File: src/rtl/instr_encoder.sv
// Program loader: encodes MIPS-style instruction requests into 32-bit words
// and writes them to consecutive instruction-memory addresses from base_addr.
module instr_encoder (
    input  logic        clk,
    input  logic        reset,
    input  logic        start,
    input  logic [9:0]  base_addr,
    input  logic        req_valid,
    output logic        req_ready,
    input  logic [3:0]  op_sel,
    input  logic [4:0]  rs,
    input  logic [4:0]  rt,
    input  logic [4:0]  rd,
    input  logic [4:0]  shamt,
    input  logic [5:0]  funct,
    input  logic [15:0] imm,
    input  logic [25:0] target,
    output logic        imem_we,
    output logic [9:0]  imem_addr,
    output logic [31:0] imem_wdata,
    output logic        busy,
    output logic        done,
    output logic        overflow,
    output logic [10:0] instr_count
);

    localparam logic [3:0] OP_R       = 4'd0;
    localparam logic [3:0] OP_LW      = 4'd1;
    localparam logic [3:0] OP_SW      = 4'd2;
    localparam logic [3:0] OP_BEQ     = 4'd3;
    localparam logic [3:0] OP_BNE     = 4'd4;
    localparam logic [3:0] OP_J       = 4'd5;
    localparam logic [3:0] OP_JAL     = 4'd6;
    localparam logic [3:0] OP_ADDI    = 4'd7;
    localparam logic [3:0] OP_ANDI    = 4'd8;
    localparam logic [3:0] OP_ORI     = 4'd9;
    localparam logic [3:0] OP_XORI    = 4'd10;
    localparam logic [3:0] OP_SLTI    = 4'd11;
    localparam logic [3:0] OP_LB      = 4'd12;
    localparam logic [3:0] OP_LUI     = 4'd13;
    localparam logic [3:0] OP_SYSCALL = 4'd14;
    localparam logic [3:0] OP_HALT    = 4'd15;

    localparam logic [9:0]  ADDR_LAST = 10'd1023;
    localparam logic [10:0] CNT_MAX   = 11'd1024;

    typedef enum logic [1:0] {
        IDLE = 2'd0,
        LOAD = 2'd1,
        DONE = 2'd2
    } state_t;

    state_t      state;
    state_t      next_state;

    logic [9:0]  addr_cnt;
    logic [10:0] count;
    logic        done_r;
    logic        ovf_r;

    logic        xfer_p0;
    logic        halt_p0;
    logic        last_p0;
    logic [31:0] word_p0;

    logic        vld_p1;
    logic [9:0]  addr_p1;
    logic [31:0] wdata_p1;

    function automatic logic [5:0] opcode_of(input logic [3:0] op);
        logic [5:0] opc;
        case (op)
            OP_R:       opc = 6'd0;
            OP_LW:      opc = 6'd35;
            OP_SW:      opc = 6'd43;
            OP_BEQ:     opc = 6'd4;
            OP_BNE:     opc = 6'd5;
            OP_J:       opc = 6'd2;
            OP_JAL:     opc = 6'd3;
            OP_ADDI:    opc = 6'd8;
            OP_ANDI:    opc = 6'd12;
            OP_ORI:     opc = 6'd13;
            OP_XORI:    opc = 6'd14;
            OP_SLTI:    opc = 6'd10;
            OP_LB:      opc = 6'd32;
            OP_LUI:     opc = 6'd15;
            OP_SYSCALL: opc = 6'd62;
            default:    opc = 6'd63;
        endcase
        return opc;
    endfunction

    function automatic logic [31:0] encode(
        input logic [3:0]  op,
        input logic [4:0]  f_rs,
        input logic [4:0]  f_rt,
        input logic [4:0]  f_rd,
        input logic [4:0]  f_shamt,
        input logic [5:0]  f_funct,
        input logic [15:0] f_imm,
        input logic [25:0] f_target
    );
        logic [5:0]  opc;
        logic [31:0] word;
        opc = opcode_of(op);
        case (op)
            OP_R:                word = {6'd0, f_rs, f_rt, f_rd, f_shamt, f_funct};
            OP_J, OP_JAL:        word = {opc, f_target};
            OP_SYSCALL, OP_HALT: word = {opc, 26'd0};
            // lui has no source register; the rs field is forced to zero
            OP_LUI:              word = {opc, 5'd0, f_rt, f_imm};
            default:             word = {opc, f_rs, f_rt, f_imm};
        endcase
        return word;
    endfunction

    // ---- stage p0: handshake and encode ----
    // start wins over a simultaneous request, so ready is masked by it
    assign req_ready = (state == LOAD) && !start;
    assign busy      = (state == LOAD);
    assign xfer_p0   = req_valid && req_ready;
    assign halt_p0   = (op_sel == OP_HALT);
    assign last_p0   = (addr_cnt == ADDR_LAST);
    assign word_p0   = encode(op_sel, rs, rt, rd, shamt, funct, imm, target);

    always_ff @(posedge clk or posedge reset) begin
        if (reset) begin
            state <= IDLE;
        end else begin
            state <= next_state;
        end
    end

    always_comb begin
        next_state = state;
        if (start) begin
            next_state = LOAD;
        end else if (xfer_p0 && (halt_p0 || last_p0)) begin
            next_state = DONE;
        end
    end

    always_ff @(posedge clk or posedge reset) begin
        if (reset) begin
            addr_cnt <= '0;
            count    <= '0;
            done_r   <= 1'b0;
            ovf_r    <= 1'b0;
        end else if (start) begin
            addr_cnt <= base_addr;
            count    <= '0;
            done_r   <= 1'b0;
            ovf_r    <= 1'b0;
        end else if (xfer_p0) begin
            // the last address is held rather than wrapped; DONE blocks further writes
            if (!last_p0) begin
                addr_cnt <= addr_cnt + 10'd1;
            end
            if (count != CNT_MAX) begin
                count <= count + 11'd1;
            end
            if (halt_p0) begin
                done_r <= 1'b1;
            end else if (last_p0) begin
                ovf_r <= 1'b1;
            end
        end
    end

    // ---- stage p1: registered memory write ----
    always_ff @(posedge clk or posedge reset) begin
        if (reset) begin
            vld_p1   <= 1'b0;
            addr_p1  <= '0;
            wdata_p1 <= '0;
        end else begin
            vld_p1 <= xfer_p0;
            if (xfer_p0) begin
                addr_p1  <= addr_cnt;
                wdata_p1 <= word_p0;
            end
        end
    end

    assign imem_we     = vld_p1;
    assign imem_addr   = addr_p1;
    assign imem_wdata  = wdata_p1;
    assign done        = done_r;
    assign overflow    = ovf_r;
    assign instr_count = count;

endmodule
File: config.mk
export PLATFORM = sky130hd
export DESIGN_NAME = instr_encoder
export DESIGN_NICKNAME = d
export VERILOG_FILES = /design/src/rtl/instr_encoder.sv
export SDC_FILE = /design/constraint.sdc
export NUM_CORES = 1
export LEC_CHECK = 0
export ABC_AREA = 1
export BUFFER_PORTS_ARGS = -buffer_cell sky130_fd_sc_hd__buf_4
export CORE_ASPECT_RATIO = 2
export CORE_MARGIN = 2
export CORE_UTILIZATION = 30
export CTS_CLUSTER_DIAMETER = 40
export DETAILED_ROUTE_END_ITERATION = 10
export GPL_TIMING_DRIVEN = 0
export PLACE_DENSITY = 0.52
export SLEW_MARGIN = 20
export SYNTH_ARGS = -nofsm -noshare
export SYNTH_HDL_FRONTEND = slang
export SYNTH_SLANG_ARGS = --single-unit
File: constraint.sdc
create_clock -name clk -period 3.95 [get_ports clk]
set_clock_uncertainty 0.1 [all_clocks]
set_input_delay 0.79 -clock clk [delete_from_list [all_inputs] [get_ports clk]]
set_output_delay 0.79 -clock clk [all_outputs]
set_load 0.05 [all_outputs]
==> flow_metrics.py <==
metrics = {
    "outcome": {
        "status": "completed",
    },
    "worst_setup_path": {
        "reg2reg_from": "addr_cnt[0]",
        "cp.arrival_ps": 2320,
        "cp_slowest_stage_delay_ps": 290,
        "critPathLaunchType": "input pin",
        "cp_cell_sequence": "buf_4 > inv_1 > ha_1 > inv_1 > nand2_2 > o21ai_1 > buf_2 > nand4_1 > nand2_1 > nand2_1 > nand2_1",
        "r2r_cells": 9,
        "reg2reg_slack_ps": 2100,
        "slowest_stage": "buf_2",
        "path_class": "input pin to register",
        "cp-end-kind": "register",
        "path_max_fanout": 10,
        "path_common_cell": "nand2_1",
        "worstPathRequired_ps": 4120,
        "regToRegEndpoint": "addr_cnt[5]",
    },
    "placement": {
        "dp.cells": 915,
        "post-place-ws_ps": 1420,
        "io_buffers": 143,
        "dpl.hpwl_mm": 9.78,
        "place_area_um2": 5480,
        "place_congestion": 0.866,
    },
    "timing": {
        "rsz0062_at_grt": "no",
        "finalMaxSlewViolations": 0,
        "finalSetupViolCount": 0,
        "fin_setup_tns_ps": 0,
        "fin_crit_ps": 2150,
        "slew_headroom_pct": 65.7,
        "setup_slack_ps": 1800,
        "tightest_slew_ps": 515,
        "hold_viol_final": 0,
        "period_share_pct": 54.4,
        "max_freq_ghz": 0.465,
        "holdWs_ps": 363,
    },
    "grt": {
        "grt_usage_pct": 17.6,
        "antenna_found_initial": 0,
        "first_global_vias": 4347,
        "grt_pass1_wl_mm": 20.8,
        "overflow": 0,
        "grt_start_max_net_pins": 42,
    },
    "cts": {
        "ctsResizeCount": 0,
        "cts_max_path_buffers": 2,
        "cts_buffers": 9,
        "htree_levels": 3,
        "postCtsHoldBufs": 0,
        "clk_pin_slew_ps": 60,
        "cts_setup_buffers": 0,
        "tritoncts": "built",
        "clock_sinks": 68,
        "root_buffer": "clkbuf_16",
        "clkLatencyLatePin_ps": 330,
    },
    "synth": {
        "synth-edff-count": 0,
        "syn_avg_cell_area_um2": 6.81,
        "synth_ff_type": "dfrtp_1",
        "yosys_warnings": 0,
        "ys_top_cells_by_area": "dfrtp_1 (41%), nand2_1 (19%), inv_1 (6.3%)",
        "synth_seq_cells": 68,
        "synth.distinct_cells": 28,
        "ys_async_sr_fraction_pct": 100,
        "synth_nets": 710,
        "syn_area_um2": 4180,
        "synth_top_cell_area_share_pct": 40.7,
        "synth_area_leader_cell": "dfrtp_1",
        "synthCells": 614,
        "seq_area_frac_synth_pct": 40.7,
    },
    "layout": {
        "postLayoutCellArea_um2": 5810,
        "drive_gt1_share_pct": 25.1,
        "area_growth_pct": 39.0,
        "fin_util_pct": 42.3,
        "n_antenna_cell": 0,
        "final_cell_count_no_fill": 931,
        "final_nets": 865,
    },
    "die": {
        "dieArea_um2": 15000,
        "core-area_um2": 13700,
        "initial_core_util_pct": 30.4,
        "io_pins": 144,
        "dieWidth_um": 87.5,
        "rows": 61,
        "die_y_um": 171,
    },
    "hold_path": {
        "min_path_type": "input pin to asynchronous set/reset pin",
    },
    "route": {
        "drc_errors": 0,
        "drt_wl_total_mm": 12.8,
        "drtAntennaViolNets": 0,
        "wl_per_cell_um": 13.7,
        "vias_per_cell": 4.66,
        "first_pass_iters": 5,
        "first_iter_violations": 183,
        "vias": 4343,
    },
    "power": {
        "total_power_mw": 2.55,
        "power_density_nw_per_um2": 439,
        "power_leakage_nw": 3.17,
        "ir_drop_mv": 0.226,
    },
    "job": {
        "maxCapViolations": 0,
    },
}
[sequential cells by signal (all words and copies together) (netlist names)]
name and cells:
addr_cnt 10, done 1, imem_we 1, state 2
overflow 1, imem_wdata 32, imem_addr 10, instr_count 11
[layer usage]
layer	GRT usage, %	share of wire, %
met2	29.1	47
met5	0	0
met3	4.39	6.3
met1	22.8	46
met4	4.68	1.1
[power breakdown]
part	internal [mW]	leakage [nW]	switching [mW]	total, mW
Sequential	0.793	0.857	0.0690	0.862
Combinational	0.259	2.15	0.531	0.790
Clock	0.589	0.160	0.312	0.902
Total	1.64	3.17	0.912	2.55
[layout by cell type, fill, tap and decap left out, types with 3 or more instances in the layout]
master	synthesis	final
dfrtp_1	68	68
o21ai_0	30	30
o21ai_1	19	19
nand2_2	7	7
buf_6	3	3
nand3_1	52	52
inv_2	5	5
clkbuf_1	7	9
a31oi_1	6	6
nand2_1	212	212
buf_4	4	147
buf_2	10	10
a21oi_1	11	11
nand4_1	22	22
clkbuf_16	0	9
nor2_1	64	64
ha_1	10	10
inv_1	70	69
[worst max-delay path by stage]
stage | startpoint | to | slack, ps | cells after the start
6_report | op_sel[1] | imem_wdata[14] | 1800 | 11
5_1_grt | op_sel[1] | imem_wdata[11] | 1570 | 11
4_1_cts | op_sel[1] | imem_wdata[11] | 1780 | 11
3_5_place_dp | op_sel[1] | imem_wdata[11] | 1420 | 11
3_3_place_gp | reset | imem_wdata[2] | 190 | 2
2_1_floorplan | reset | addr_cnt[0] | 1350 | 1
[area by class of cell]
cell class | count | area, µm²
Timing Repair Buffer | 144 | 1100
Fill cell | 1463 | 7930
Buffer | 24 | 140
Clock buffer | 13 | 260
Multi-Input combinational cell | 446 | 2050
Inverter | 76 | 290
Sequential cell | 68 | 1700
Tap cell | 157 | 196
Clock inverter | 3 | 68.8
[critical path, delay by kind of cell]
family,cells,cell delay (ps)
AO/OA/AOI/OAI,1,280
buffers and inverters,4,570
AND/OR/NAND/NOR,5,430
adder cells (fa/ha/maj),1,240
[cells by family (layout without fill, tap and decap cells)]
logic type | count (synthesis) | in the layout | synth area share, %
DFF | 68 | 68 | 40.7
buffers and inverters | 100 | 260 | 10.2
muxes | 1 | 1 | 0.239
adders and majority gates | 10 | 10 | 2.99
xor gates and xnor gates | 4 | 4 | 0.838
AOI/OAI and AO/OA | 68 | 68 | 8.44
and+or+nand+nor | 363 | 363 | 36.5
[synth_stat cells (2+ instances only)]
cell type / count
xnor2_1: 2
o21ai_0: 30
nor2_1: 64
buf_2: 10
buf_4: 4
nor2_2: 2
nand4_1: 22
xor2_1: 2
a31oi_1: 6
ha_1: 10
o21ai_1: 19
nand3_1: 52
inv_2: 5
dfrtp_1: 68
buf_6: 3
nand2_1: 212
a21oi_1: 11
inv_1: 70
clkbuf_1: 7
nand2_2: 7
No activity file was read; power rests on OpenSTA's default activity.
